**config.mk**
```make
export PLATFORM = sky130hd
export DESIGN_NAME = line_draw_sequencer
export DESIGN_NICKNAME = d
export VERILOG_FILES = /design/src/rtl/line_draw_sequencer.sv
export SDC_FILE = /design/constraint.sdc
export NUM_CORES = 1
export LEC_CHECK = 0
export CAP_MARGIN = 20
export CORE_MARGIN = 2
export CORE_UTILIZATION = 26
export DETAILED_ROUTE_END_ITERATION = 12
export GPL_TIMING_DRIVEN = 0
export RECOVER_POWER = 25
export SLEW_MARGIN = 10
export SYNTH_ARGS = -nofsm -noshare
export SYNTH_HDL_FRONTEND = slang
export SYNTH_SLANG_ARGS = --single-unit
```
**constraint.sdc**
```tcl
create_clock -name clk -period 2.2 [get_ports clk]
set_input_delay 0.44 -clock clk [delete_from_list [all_inputs] [get_ports clk]]
set_output_delay 0.44 -clock clk [all_outputs]
set_load 0.01 [all_outputs]
```
**src/rtl/line_draw_sequencer.sv**
```systemverilog
// Pops line descriptors from the line queue, runs a start/done handshake with the
// rasterizer under a watchdog, and performs a framebuffer swap once a flushed frame drains.
module line_draw_sequencer #(
  parameter int TIMEOUT = 4096,
  parameter int CNT_W   = 16
) (
  input  logic             clk,
  input  logic             rst,
  input  logic             q_empty,
  input  logic [12:0]      q_start_x,
  input  logic [12:0]      q_end_x,
  input  logic [12:0]      q_start_y,
  input  logic [12:0]      q_end_y,
  input  logic [3:0]       q_intensity,
  output logic             q_read,
  output logic [12:0]      line_start_x,
  output logic [12:0]      line_end_x,
  output logic [12:0]      line_start_y,
  output logic [12:0]      line_end_y,
  output logic [3:0]       line_intensity,
  output logic             rast_start,
  output logic             rast_abort,
  input  logic             rast_done,
  input  logic             frame_end,
  output logic             swap_req,
  input  logic             swap_ack,
  output logic             busy,
  output logic [CNT_W-1:0] lines_drawn,
  output logic [CNT_W-1:0] last_frame_lines,
  output logic [CNT_W-1:0] skipped,
  output logic             timeout_err,
  output logic             flush_overrun
);
  localparam int WD_W = $clog2(TIMEOUT);

  typedef enum logic [2:0] {IDLE, POP, START, WAIT, SWAP} state_t;

  state_t           state_q, state_d;
  logic [12:0]      sx_q, sx_d, ex_q, ex_d, sy_q, sy_d, ey_q, ey_d;
  logic [3:0]       int_q, int_d;
  logic             q_read_q, q_read_d;
  logic             rast_start_q, rast_start_d;
  logic             rast_abort_q, rast_abort_d;
  logic             swap_req_q, swap_req_d;
  logic             busy_q, busy_d;
  logic [CNT_W-1:0] lines_q, lines_d, last_q, last_d, skipped_q, skipped_d;
  logic             timeout_err_q, timeout_err_d;
  logic             flush_overrun_q, flush_overrun_d;
  logic             flush_pending_q, flush_pending_d;
  logic [WD_W-1:0]  wd_q, wd_d;
  logic             line_done, line_skip, swap_done;

  always_ff @(posedge clk) begin
    if (rst) begin
      state_q         <= IDLE;
      sx_q            <= '0;
      ex_q            <= '0;
      sy_q            <= '0;
      ey_q            <= '0;
      int_q           <= '0;
      q_read_q        <= 1'b0;
      rast_start_q    <= 1'b0;
      rast_abort_q    <= 1'b0;
      swap_req_q      <= 1'b0;
      busy_q          <= 1'b0;
      lines_q         <= '0;
      last_q          <= '0;
      skipped_q       <= '0;
      timeout_err_q   <= 1'b0;
      flush_overrun_q <= 1'b0;
      flush_pending_q <= 1'b0;
      wd_q            <= '0;
    end else begin
      state_q         <= state_d;
      sx_q            <= sx_d;
      ex_q            <= ex_d;
      sy_q            <= sy_d;
      ey_q            <= ey_d;
      int_q           <= int_d;
      q_read_q        <= q_read_d;
      rast_start_q    <= rast_start_d;
      rast_abort_q    <= rast_abort_d;
      swap_req_q      <= swap_req_d;
      busy_q          <= busy_d;
      lines_q         <= lines_d;
      last_q          <= last_d;
      skipped_q       <= skipped_d;
      timeout_err_q   <= timeout_err_d;
      flush_overrun_q <= flush_overrun_d;
      flush_pending_q <= flush_pending_d;
      wd_q            <= wd_d;
    end
  end

  always_comb begin
    state_d         = state_q;
    sx_d            = sx_q;
    ex_d            = ex_q;
    sy_d            = sy_q;
    ey_d            = ey_q;
    int_d           = int_q;
    lines_d         = lines_q;
    last_d          = last_q;
    skipped_d       = skipped_q;
    timeout_err_d   = timeout_err_q;
    flush_overrun_d = flush_overrun_q;
    flush_pending_d = flush_pending_q;
    wd_d            = wd_q;
    rast_abort_d    = 1'b0;
    line_done       = 1'b0;
    line_skip       = 1'b0;
    swap_done       = 1'b0;

    case (state_q)
      IDLE: begin
        if (!q_empty) begin
          sx_d    = q_start_x;
          ex_d    = q_end_x;
          sy_d    = q_start_y;
          ey_d    = q_end_y;
          int_d   = q_intensity;
          state_d = POP;
        end else if (flush_pending_q) begin
          state_d = SWAP;
        end
      end
      POP: begin
        if (int_q == 4'd0) begin
          line_skip = 1'b1;
          state_d   = IDLE;
        end else begin
          state_d = START;
        end
      end
      START: state_d = WAIT;
      WAIT: begin
        // A done pulse in the expiry cycle still counts as a completed line.
        if (rast_done) begin
          line_done = 1'b1;
          state_d   = IDLE;
        end else if (wd_q == WD_W'(TIMEOUT - 1)) begin
          rast_abort_d  = 1'b1;
          timeout_err_d = 1'b1;
          state_d       = IDLE;
        end
      end
      SWAP: begin
        if (swap_ack) begin
          swap_done = 1'b1;
          state_d   = IDLE;
        end
      end
      default: state_d = IDLE;
    endcase

    if (line_done && lines_q != '1) lines_d = lines_q + 1'b1;
    if (line_skip && skipped_q != '1) skipped_d = skipped_q + 1'b1;
    if (swap_done) begin
      last_d    = lines_d;
      lines_d   = '0;
      skipped_d = '0;
    end

    // A request landing on the swap-completion edge seeds the next frame's flush.
    if (swap_done) begin
      flush_pending_d = frame_end;
    end else if (frame_end) begin
      if (flush_pending_q) flush_overrun_d = 1'b1;
      else                 flush_pending_d = 1'b1;
    end

    // Watchdog is zero during the start cycle, so expiry lands TIMEOUT cycles after rast_start.
    if (state_d == START) wd_d = '0;
    else if (state_q == START || state_q == WAIT) wd_d = wd_q + 1'b1;

    q_read_d     = (state_d == POP);
    rast_start_d = (state_d == START);
    swap_req_d   = (state_d == SWAP);
    busy_d       = (state_d != IDLE);
  end

  assign q_read           = q_read_q;
  assign rast_start       = rast_start_q;
  assign rast_abort       = rast_abort_q;
  assign swap_req         = swap_req_q;
  assign busy             = busy_q;
  assign line_start_x     = sx_q;
  assign line_end_x       = ex_q;
  assign line_start_y     = sy_q;
  assign line_end_y       = ey_q;
  assign line_intensity   = int_q;
  assign lines_drawn      = lines_q;
  assign last_frame_lines = last_q;
  assign skipped          = skipped_q;
  assign timeout_err      = timeout_err_q;
  assign flush_overrun    = flush_overrun_q;
endmodule

```
==> flow_metrics.env <==
export IMPL_outcome="completed"
export IMPL_ys_warn_count=0
export IMPL_diodes=0
export IMPL_fin_ws_ns=0.178
export IMPL_max_freq_ghz=0.495
export IMPL_syn2layout_area_growth_pct=51.7
export IMPL_hold_viol_final=0
export IMPL_ctsHoldBuffers=0
export IMPL_syn_nets=680
export IMPL_yosys_top_cells_count="nand2_1 (144), dfxtp_1 (127), a21oi_1 (91), nor2_1 (42), o21ai_0 (19)"
export IMPL_dp_hpwl_mm=11.6
export IMPL_track_usage_pct=15.6
export IMPL_fp_row_count=51
export IMPL_finalCritPeriodShare_pct=91.9
export IMPL_yosys_area_share_xor_xnor_pct=1.85
export IMPL_post_cts_buffers=0
export IMPL_grt_pass1_wl_mm=26.5
export IMPL_setup_viol=0
export IMPL_rsz0062_at_grt="false"
export IMPL_syn_cell_area_um2=5200
export IMPL_design_area_um2=7880
export IMPL_powerDensity_nw_per_um2=794
export IMPL_required_ns=2.46
export IMPL_cts_tree="yes"
export IMPL_via_per_inst=4.68
export IMPL_slew_headroom_pct=59.0
export IMPL_grt_max_degree=17
export IMPL_vdd_drop_max_v=0.000532
export IMPL_syn_inst=615
export IMPL_placed_area_um2=7250
export IMPL_synth_top_area_cell="dfxtp_1"
export IMPL_cts_clk_slew_worst_paths_ns=0.06
export IMPL_gp_congestion=0.781
export IMPL_seq_area_frac_synth_pct=48.9
export IMPL_initial_core_util_pct=26.6
export IMPL_tightest_slew_ns=0.615
export IMPL_fin_util_pct=40.4
export IMPL_tns_ns=0
export IMPL_io_buffers=172
export IMPL_wire_per_inst_um=14.7
export IMPL_cp_end_kind="register"
export IMPL_cp_max_fo=10
export IMPL_synth_top_area_share_pct=48.9
export IMPL_ff_latch_area_um2=2540
export IMPL_cts_buffers=17
export IMPL_grt_overflow_total=0
export IMPL_synthMuxAreaShare_pct=1.16
export IMPL_nNetsFinal=871
export IMPL_synthFlopType="dfxtp_1"
export IMPL_hold_path_class="reg2reg"
export IMPL_synthDistinctLibCells=53
export IMPL_htreeDepth=4
export IMPL_ant_nets=0
export IMPL_netlist_top_cells_area="dfxtp_1 (49%), nand2_1 (10%), a21oi_1 (8.8%)"
export IMPL_syn_avg_cell_area_um2=8.45
export IMPL_clock_path_buffers=2
export IMPL_holdWs_ns=0.448
export IMPL_die_area_um2=21100
export IMPL_multi_input_area_um2=2490
export IMPL_crit_arrival_ns=2.29
export IMPL_dpl_worst_slack_ns=-0.299
export IMPL_async_flop_share_pct=0
export IMPL_path_class="in2reg"
export IMPL_ys_seq_elements=127
export IMPL_fin_skew_ns=0.0127
export IMPL_antenna_found_initial=0
export IMPL_grt_pass1_vias=4990
export IMPL_finalWirelength_mm=16.0
export IMPL_die_height_um=145
export IMPL_cts_resized_gates=0
export IMPL_synth_compound_area_share_pct=15.8
export IMPL_yosysMostFrequentCell="nand2_1"
export IMPL_clk_latency_ns=0.42
export IMPL_core_um2=19500
export IMPL_drcViolationCount=0
export IMPL_synth_edf_count=0
export IMPL_yosys_area_share_simple_pct=28.3
export IMPL_min_period_ns=2.02
export IMPL_drt_initial_drc_count=246
export IMPL_cp_start_kind="input port"
export IMPL_drv_cap=0
export IMPL_num_fill_cells=2025
export IMPL_synth_top_family_by_area="simple AND/OR/NAND/NOR gates"
export IMPL_clkSinkCount=127
export IMPL_p_leak_uw=0.00291
export IMPL_final_max_slew_viol_count=0
export IMPL_synthAdderAreaFrac_pct=0.722
export IMPL_io_pins=173
export IMPL_firstDrtPassIters=6
export IMPL_drive_gt1_share_pct=7.69
export IMPL_fp_dieW_um=145
export IMPL_num_vias=5076
export IMPL_cts_root_buf="clkbuf_16"
-- worst max-delay path, cell delays in order --
cell,delay [ns]
clkdlybuf4s50_1,0.64
clkbuf_1,0.52
buf_1,0.54
a21oi_1,0.14
-- cells by family after synthesis --
| group | Yosys count |
|---|---|
| adders and majority gates | 3 |
| buffers and inverters | 39 |
| xor gates and xnor gates | 11 |
| muxes | 6 |
| and+or+nand+nor | 287 |
| DFF | 127 |
| AOI/OAI and AO/OA | 142 |
-- through the flow --
step / cells / power [uW]
after floorplan: 615 / 2880
after detailed placement: 1052 / 3330
final: 1084 / 6260
after global routing: 1084 / 6550
after CTS: 1084 / 6360
after global placement: 1052 / 3330
-- area by class of cell --
cell class	count	share of cell area (%)
timing repair buffer	172	21.8
sequential	127	32.2
tap	265	4.21
inverter	6	0.286
clock inverter	14	2.41
buffer	33	1.87
clock buffer	18	5.57
multi-input combinational	449	31.6
-- flip-flops by register name, indices dropped and copies added, names as in the netlist, 3 cells and up --
name,cells
last_frame_lines,16
line_end_x,13
line_end_y,13
line_intensity,4
line_start_x,13
line_start_y,13
lines_drawn,16
skipped,16
state_q,3
wd_q,12
-- cells in the final DEF (no fill, tap or decap), types with 3 or more instances in the layout --
cell type	Yosys	routed
o41ai_1	3	3
or3_1	14	14
xor2_1	10	10
nand4_2	5	5
clkdlybuf4s50_1	0	130
clkbuf_2	0	3
buf_1	10	7
inv_1	6	6
o21ai_0	19	19
clkbuf_16	0	17
dfxtp_1	127	127
nor2_1	42	42
a31oi_1	3	3
nand2b_1	3	3
mux2i_1	6	6
and4b_1	3	3
buf_2	7	7
or4_1	15	15
and4_1	6	6
nand2_2	3	3
o31ai_1	14	14
ha_1	3	3
and2_1	3	3
clkinv_4	0	3
nand2_1	144	144
nor4_1	4	4
a211oi_1	3	3
a21oi_1	91	91
bufinv_16	0	4
clkinv_2	0	4
dlygate4sd3_1	0	42
nand4_1	11	11
clkbuf_1	14	14
nand3_1	13	13
and3_1	5	5
-- layer usage --
| layer | wire length (um) | GRT usage [%] | up-vias | share of wire [%] |
|---|---|---|---|---|
| met2 | 7170 | 24.2 | 177 | 45 |
| met3 | 1660 | 7.46 | 10 | 10 |
| met5 | 0 | 0 | - | 0 |
| met4 | 166 | 4.51 | 0 | 1.0 |
| li1 | - | - | 2563 | - |
| met1 | 6980 | 19.2 | 2326 | 44 |
-- power breakdown --
part           switching (uW)  internal, uW  total [uW]
sequential               62.7          2410        2480
combinational             401           374         775
clock                    1090          1930        3010
-- final timing paths --
kind	cells after the start	to	slack [ns]	start
worst max-delay path	4	busy$_SDFF_PP0_	0.18	rst
worst min-delay path	2	line_end_y[12]$_SDFFE_PP0P_	0.45	line_end_y[12]$_SDFFE_PP0P_
worst max register to register	5	lines_drawn[0]$_SDFF_PP0_	0.21	state_q[2]$_SDFF_PP0_
worst min register to register	2	line_end_y[12]$_SDFFE_PP0P_	0.45	line_end_y[12]$_SDFFE_PP0P_
(Power assumes the default switching activity.)
